$ cat config.mk
export PLATFORM = sky130hd
export DESIGN_NAME = kpyd_scanner
export DESIGN_NICKNAME = d
export VERILOG_FILES = /design/src/rtl/kpyd_pkg.sv /design/src/rtl/kpyd_debounce.sv /design/src/rtl/kpyd_scanner.sv
export SDC_FILE = /design/constraint.sdc
export NUM_CORES = 1
export LEC_CHECK = 0
export BUFFER_PORTS_ARGS = -buffer_cell sky130_fd_sc_hd__clkbuf_2
export CAP_MARGIN = 20
export CORE_AREA = 3 3 62 87
export DETAILED_ROUTE_END_ITERATION = 6
export DIE_AREA = 0 0 65 90
export GPL_TIMING_DRIVEN = 0
export PLACE_DENSITY_LB_ADDON = 0.25
export SYNTH_ARGS = -nofsm -noshare
export SYNTH_HDL_FRONTEND = slang
export SYNTH_SLANG_ARGS = --single-unit
$ cat constraint.sdc
create_clock -name clk_i -period 3.2 [get_ports clk_i]
set_input_delay 0 -clock clk_i [delete_from_list [all_inputs] [get_ports clk_i]]
set_output_delay 0 -clock clk_i [all_outputs]
set_load 0.02 [all_outputs]
$ cat src/rtl/kpyd_pkg.sv
// kpyd_pkg: shared types, keypad geometry, key map and row helpers
package kpyd_pkg;
  typedef logic [3:0] key_t;
  typedef struct packed {
    logic valid;
    key_t key;
  } cand_t;
  localparam int num_rows_c = 4;
  localparam int num_cols_c = 4;
  localparam key_t keymap_c [num_rows_c][num_cols_c] = '{
    '{4'h1, 4'h2, 4'h3, 4'hA},
    '{4'h4, 4'h5, 4'h6, 4'hB},
    '{4'h7, 4'h8, 4'h9, 4'hC},
    '{4'h0, 4'hF, 4'hE, 4'hD}
  };
  function automatic logic [2:0] low_count(input logic [3:0] rows);
    return {2'b0, ~rows[0]} + {2'b0, ~rows[1]} + {2'b0, ~rows[2]} + {2'b0, ~rows[3]};
  endfunction
  function automatic logic [1:0] first_low(input logic [3:0] rows);
    return !rows[0] ? 2'd0 : !rows[1] ? 2'd1 : !rows[2] ? 2'd2 : 2'd3;
  endfunction
endpackage

$ cat src/rtl/kpyd_debounce.sv
// kpyd_debounce: frame-level debounce producing held level, key code and press strobe
module kpyd_debounce
  import kpyd_pkg::*;
#(
  parameter int debounce_frames_p = 8
) (
  input  logic clk,
  input  logic rst,
  input  logic frame_done,
  input  logic cand_valid,
  input  key_t cand_key,
  output key_t key,
  output logic valid,
  output logic pressed
);
  localparam int sw = $clog2(debounce_frames_p + 1);
  localparam logic [sw-1:0] full_c = sw'(debounce_frames_p);
  logic [sw-1:0] stable, stable_next;
  cand_t prev;
  logic same, accept, drop;
  // compare against last frame's candidate and decide accept/release
  always_comb begin
    same = cand_valid == prev.valid && (!cand_valid || cand_key == prev.key);
    stable_next = !same ? sw'(1) : stable == full_c ? full_c : stable + sw'(1);
    accept = stable_next == full_c && cand_valid && (!pressed || key != cand_key);
    drop = stable_next == full_c && !cand_valid;
  end
  // stable counter, remembered candidate and registered outputs
  always_ff @(posedge clk) begin
    if (rst) begin
      stable <= '0;
      prev <= '0;
      key <= '0;
      valid <= 1'b0;
      pressed <= 1'b0;
    end else begin
      valid <= frame_done && accept;
      if (frame_done) begin
        stable <= stable_next;
        prev <= '{valid: cand_valid, key: cand_key};
        if (accept) begin
          key <= cand_key;
          pressed <= 1'b1;
        end else if (drop) begin
          pressed <= 1'b0;
        end
      end
    end
  end
endmodule

$ cat src/rtl/kpyd_scanner.sv
// kpyd_scanner: 4x4 keypad column scan, frame accumulation and debounced key output
module kpyd_scanner
  import kpyd_pkg::*;
#(
  parameter int scan_cycles_p     = 12000,
  parameter int debounce_frames_p = 8
) (
  input  logic       clk_i,
  input  logic       reset_i,
  input  logic [3:0] kpyd_row_i,
  output logic [3:0] kpyd_col_o,
  output logic [3:0] key_o,
  output logic       valid_o,
  output logic       pressed_o
);
  localparam int dw = $clog2(scan_cycles_p);
  logic [dw-1:0] dwell;
  logic [1:0] col;
  logic [4:0] hits, hits_sum, hits_next;
  cand_t first, first_next, cand;
  logic sample, frame_done;
  // sample timing, running hit count and the frame candidate including this sample
  always_comb begin
    sample = dwell == dw'(scan_cycles_p - 1);
    frame_done = sample && col == 2'd3;
    hits_sum = hits + {2'b0, low_count(kpyd_row_i)};
    hits_next = hits_sum > 5'd16 ? 5'd16 : hits_sum;
    first_next = first.valid || &kpyd_row_i ? first
               : '{valid: 1'b1, key: keymap_c[first_low(kpyd_row_i)][col]};
    cand = '{valid: hits_next == 5'd1, key: first_next.key};
    kpyd_col_o = ~(4'b0001 << col);
  end
  // column rotation, dwell counting and per-frame accumulation
  always_ff @(posedge clk_i) begin
    if (reset_i) begin
      dwell <= '0;
      col <= '0;
      hits <= '0;
      first <= '0;
    end else begin
      dwell <= sample ? '0 : dwell + dw'(1);
      if (sample) begin
        col <= col + 2'd1;
        hits <= frame_done ? 5'd0 : hits_next;
        first <= frame_done ? '0 : first_next;
      end
    end
  end
  kpyd_debounce #(.debounce_frames_p(debounce_frames_p)) u_debounce (
    .clk(clk_i),
    .rst(reset_i),
    .frame_done(frame_done),
    .cand_valid(cand.valid),
    .cand_key(cand.key),
    .key(key_o),
    .valid(valid_o),
    .pressed(pressed_o)
  );
endmodule

# Yosys cells after proc, flatten, opt, wreduce, memory -nomap -nowiden

Index checks and enable logic that the tools add are counted.

Input port bits: 6
Word-level logic and storage cells: 72
Flip-flop bits (word level): 41
Output and inout port bits: 10

Equal/unequal tests: 9
Muxes and demuxes: 17
Reductions and logical operators: 17
Bitwise operators: 7
$add $sub $neg: 7
Order comparisons: 3
Shift operators: 1

Operators with widths:

| operator                                             | count |
|---|---|
| binary-select mux 16 bit (select 2 bit)              | 1 |
| two-way mux 16 bit                                   | 2 |
| two-way mux 5 bit                                    | 4 |
| two-way mux 4 bit                                    | 4 |
| adder 14 x 1 -> 14 bit, second input constant        | 1 |
| == test 14 bit, second input constant                | 1 |
| binary-select mux 4 bit (select 2 bit)               | 1 |
| == test 4 bit, second input constant                 | 2 |
| >= comparator 3 bit, second input constant           | 2 |
| logical AND 1 bit                                    | 6 |
| inverter 2 -> 3 bit                                  | 2 |
| AND reduction 2 bit                                  | 3 |
| adder 5 x 3 -> 5 bit                                 | 1 |
| == test 5 x 1 -> 1 bit, second input constant        | 1 |
| greater-than comparator 5 bit, second input constant | 1 |
| adder 4 x 1 -> 4 bit, second input constant          | 1 |
| == test 4 bit                                        | 1 |
| two-way mux 2 bit                                    | 2 |
| != test 4 bit                                        | 1 |
| inverter 1 bit                                       | 4 |
| inverter 4 bit                                       | 1 |
| AND reduction 4 bit                                  | 1 |
| left shift 1 x 2 -> 4 bit, first input constant      | 1 |
| adder 2 x 1 -> 3 bit                                 | 1 |
| 11 further kinds                                     | 16 |

# Depth between registers and ports, before layout

Depth in word-level cells: 20
Depth in mapped cells: 13
Gate-level depth less buffers: 13

# Modules after synthesis

Synthesis repeated with hierarchy kept, for this count alone.

Cell total of the unflattened synthesis: 273
Area total of the unflattened synthesis: 2316.0 sq um

By module, submodules not included:

| module        | times used | sequential area each (sq um) | cells an instance | area an instance (sq um) |
|---|---|---|---|---|
| kpyd_scanner  | 1          | 520.5                        | 184               | 1486.4 |
| kpyd_debounce | 1          | 300.3                        | 89                | 829.5 |

# Worst setup path before layout

No wires, ideal clock.

Path type: register -> register
Start point: register hits[0]
End point: register u_debounce.key[1]
Path buffers: 0
Cell stages (with the launch flop): 13
Clock period less this slack: 3.096 ns
Setup time: 0.091 ns
Required time: 3.109 ns
Arrival: 3.005 ns
Path slack: 0.104 ns
Cells stage by stage: dfxtp_1 -> inv_1 -> fa_1 -> inv_1 -> fa_1 -> inv_1 -> fa_1 -> nand3b_1 -> xor2_1 -> nand4_1 -> nor4_4 -> a21oi_1 -> a311oi_1

Cells in the longest elaborated chain, start to end: 12
Elaborated cells on any way between the ends: 13
Classes of those cells: 1 x add/sub; 1 x order compare; 3 x eq/ne; 2 x mux; 6 x reduce/logical

Ends and longest elaborated chain:

| what                             | line                | text |
|---|---|---|
| start: declaration               | kpyd_scanner.sv:19  | `logic [4:0] hits, hits_sum, hits_next;` |
| start signal: assignment         | kpyd_scanner.sv:44  | `hits <= frame_done ? 5'd0 : hits_next;` |
| adder 5 x 3 -> 5 bit *           | kpyd_scanner.sv:26  | `hits_sum = hits + {2'b0, low_count(kpyd_row_i)};` |
| greater-than comparator 5 bit    | kpyd_scanner.sv:27  | `hits_next = hits_sum > 5'd16 ? 5'd16 : hits_sum;` |
| two-way mux 5 bit *              | kpyd_scanner.sv:27  |  |
| == test 5 x 1 -> 1 bit *         | kpyd_scanner.sv:30  | `cand = '{valid: hits_next == 5'd1, key: first_next.key};` |
| logical NOT 1 bit                | kpyd_debounce.sv:23 | `same = cand_valid == prev.valid && (!cand_valid \|\| cand_key == prev.key);` |
| logical OR 1 bit                 | kpyd_debounce.sv:23 |  |
| logical AND 1 bit                | kpyd_debounce.sv:23 |  |
| two-way mux 4 bit                | kpyd_debounce.sv:24 | `stable_next = !same ? sw'(1) : stable == full_c ? full_c : stable + sw'(1);` |
| == test 4 bit                    | kpyd_debounce.sv:25 | `accept = stable_next == full_c && cand_valid && (!pressed \|\| key != cand_key);` |
| logical AND 1 bit * (2 in a row) | kpyd_debounce.sv:25 |  |
| AND reduction 2 bit (no line) *  | -                   |  |
| end signal: assignment           | kpyd_debounce.sv:42 | `key <= cand_key;` |
| end: declaration                 | kpyd_debounce.sv:12 | `output key_t key,` |

Every way passes the cells marked *; elsewhere a longest branch is shown, timed or not.
A chain may end at the register's enable or synchronous reset.

# Worst setup path in the final report

Start point: register hits[0]
End point: register u_debounce.key[3]

Same word-level chain as after synthesis.

==> metrics.md <==
| Metric | Value |
|---|---|
| Average wire per standard cell | `14.5 um` |
| Post-synthesis instance total | `310` |
| Worst skew pair latency | `0.30 ns` |
| RSZ-0062 raised after global routing | `yes` |
| Number of global-route vias before repair | `2,149` |
| Final HPWL DP | `roughly 4.3 mm` |
| Fraction of layout cells with a size suffix above 1 | `roughly 15%` |
| Leakage | `0.00108 uW` |
| Post-Syn Nets | `roughly 330` |
| IO buf count | `15` |
| Pins Over Slew Limit | `0` |
| Largest net degree at the start of global routing | `15` |
| Cell Int Power | `788 uW` |
| Final Hold Vio Count | `0` |
| Seq/Total Area, Yosys | `33.0%` |
| Vias/cell | `5.68` |
| Slew @ Worst Pin | `0.555 ns` |
| Fin crit share | `a little over nine tenths` |
| Yosys cell types | `57` |
| Gr ovfl total | `0` |
| Cts bufs inserted | `5` |
| CP max FO | `5` |
| Global-route wire length before repair | `9.96 mm` |
| Initial DRC count | `101` |
| Core Util, Final | `62.0%` |
| Top cell type's share of synthesized area | `33.0%` |
| Sw frac | `24.9%` |
| Syn-to-layout area delta | `14.9%` |
| PD cells | `~370 mW/mm^2` |
| Core Region | `0.00461 mm^2` |
| Max Cap Viol | `0` |
| Antenna violations before repair | `0` |
| Setup Skew | `0.0149 ns` |
| CTS H-tree depth | `2` |
| Clock Root Buffer | `clkbuf_8` |
| Site row count | `29` |
| Cell Area, Placed | `between 0.002 and 0.003 mm^2` |
| Diode count | `0` |
| Die width | `65 um` |
| ANT nets after route | `0` |
| Nets | `around 360` |
| Switching power | `261 uW` |
| Hold Path Class | `primary input to flip-flop` |
| CP Capture Type | `flip-flop` |
| Area leader, netlist | `dfxtp_1` |
| Final design area excluding fillers | `0.00286 mm^2` |
| DRC | `0` |
| Tot GR Track Use | `21.1%` |
| Register share of total power | `~49%` |
| Crit Path Category | `flip-flop to flip-flop` |
| CTS tree | `done` |
| Status | `complete, no violations` |
| Syn avg cell area | `approximately 8.0 um^2` |
| Io pins | `16` |
| Fmax | `between 0.3 and 0.4 GHz` |
| Reg clk slew, reported paths | `0.09 ns` |
| Synth warn | `0` |
| Die height | `90 um` |
| Synth Flop Type | `dfxtp_1` |
| Max-slew headroom | `a little over three fifths` |
| Final WS setup | `0.0863 ns` |
| Final WL | `between 5 and 6 mm` |
| CTS Buffer Depth | `2` |
| DIE AREA | `0.00585 mm^2` |
| GPL Wtd Cong | `0.847` |
| EDFF count, synth | `0` |
| Worst VDD drop | `between 0.3 and 0.4 mV` |
| Starting density of the core | `54.0%` |
| Required time of the critical path | `3.43 ns` |
| Worst Path Arrival | `3.34 ns` |
| Post-Synthesis Cell Area | `roughly 0.0025 mm^2` |
| Yosys reg bits | `41` |
| Total vias in the final route | `~2,300` |
| Placement Setup Slack | `-0.369 ns` |
| # setup viols final | `0` |
| Sinks on Clock Net | `41` |
| Comb power frac | `about a tenth` |
| Post-layout min period | `3.11 ns` |
| Ys async rst share | `0%` |
| Clock share of power | `41.0%` |
| Top cells by area in the synthesized netlist | `dfxtp_1, nor2_1, a21oi_1, ha_1, xnor2_1` |
| 1st-pass router iterations | `5` |
| CP Launch Type | `flip-flop` |
[state kept, by name, summed over array words and instances (netlist names)]
| name | count |
|---|---|
| u_debounce.key | 4 |
| u_debounce.prev | 5 |
| u_debounce.valid | 1 |
| col | 2 |
| u_debounce.pressed | 1 |
| dwell | 14 |
| first | 5 |
| u_debounce.stable | 4 |
| hits | 5 |
[cells by family after synthesis]
group           after synthesis  synth area share (%)
mux                           1                 0.402
xor+xnor                     24                  8.45
simple gates                138                  28.3
fa+ha+maj                    12                  6.94
flops                        41                  33.0
compound gates               62                  17.5
buf+inv                      32                  5.43
[path summary, 6_finish.rpt]
path | slack, ns | to | start | cells past startpoint
max reg2reg | 0.09 | u_debounce.key[3] | hits[0] | 16
max | 0.09 | u_debounce.key[3] | hits[0] | 16
min | 0.02 | u_debounce.stable[2] | reset_i | 3
min reg2reg | 0.46 | hits[0] | hits[0] | 2
[metal layers]
| metal | up-vias | routed length (um) | global-route usage (%) |
|---|---|---|---|
| met5 | - | 0 | 0 |
| met2 | 33 | 3100 | 38.0 |
| li1 | 1164 | - | - |
| met3 | 11 | 145 | 3.87 |
| met1 | 1087 | 2490 | 24.7 |
| met4 | 0 | 127 | 6.00 |
[cell usage after synthesis, types with 3 or more instances]
master	instances
a211oi_1	7
a21oi_1	24
a311oi_1	3
a31oi_1	3
and2_1	4
and3_1	7
buf_2	3
clkbuf_1	9
dfxtp_1	41
fa_1	3
ha_1	9
inv_1	17
nand2_1	20
nand2b_1	7
nand3_1	13
nand4_1	5
nor2_1	43
nor3_1	16
nor4_1	6
o21ai_0	3
or3_1	3
xnor2_1	12
xor2_1	12
[critical path, stage by stage (launching register included)]
cell	delay, ns
dfxtp_2	0.33
inv_1	0.05
fa_1	0.49
inv_1	0.05
fa_2	0.34
inv_2	0.07
fa_2	0.23
xor2_1	0.18
nand2_1	0.11
nor3_2	0.22
nand4_1	0.13
buf_6	0.15
nor4_4	0.16
buf_4	0.19
buf_4	0.12
nor2_1	0.03
a211oi_1	0.18
[power by group through the flow]
stage | combinational (uW) | sequential, uW | clock [uW]
after floorplan | 70.0 | 528 | 0
after global placement | 93.5 | 528 | 0
after detailed placement | 95.1 | 528 | 0
after CTS | 96.0 | 516 | 436
after global routing | 115 | 517 | 459
final | 103 | 517 | 429
[metrics by stage]
step,std cells,total power (uW),hold slack (ns),setup TNS [ns]
2_1_floorplan,310,598,0.217,0
3_3_place_gp,387,622,0.322,-1.18
3_5_place_dp,387,624,0.342,-1.97
4_1_cts,398,1050,0.0101,0
5_1_grt,404,1090,0.0654,-0.203
6_report,404,1050,0.0155,0
[cells in the final DEF, fill, tap and decap left out, drive strengths merged, types with 3 or more instances in the layout]
cell	netlist	routed
nand3	13	13
nor4	7	7
o21ai	3	3
nand2	20	20
nand4	5	5
a311oi	3	3
ha	9	9
xor2	12	12
or3	3	3
nand2b	7	7
buf	5	14
clkbuf	9	29
dfxtp	41	41
nor3	16	16
and3	8	8
nor2	43	43
xnor2	12	12
a211oi	7	7
a21oi	24	24
inv	17	17
and2	4	4
fa	3	3
a31oi	3	3
[repair_timing]
item	4_1_cts	5_1_grt
buffers inserted	3	5
hold buffers	0	0
pin swaps	2	5
hold endpoints to repair	0	0
gates resized for setup	2	8
setup endpoints to repair	9	7
gates cloned	0	0
[final cells by class]
type	count	area [um^2]
Sequential cell	41	822
Clock inverter	3	46.3
Fill cell	420	1750
Buffer	14	67.6
Clock buffer	5	68.8
Multi-Input combinational cell	237	1570
Timing Repair Buffer	24	144
Tap cell	62	77.6
Inverter	18	67.6
(Power assumes the default switching activity.)
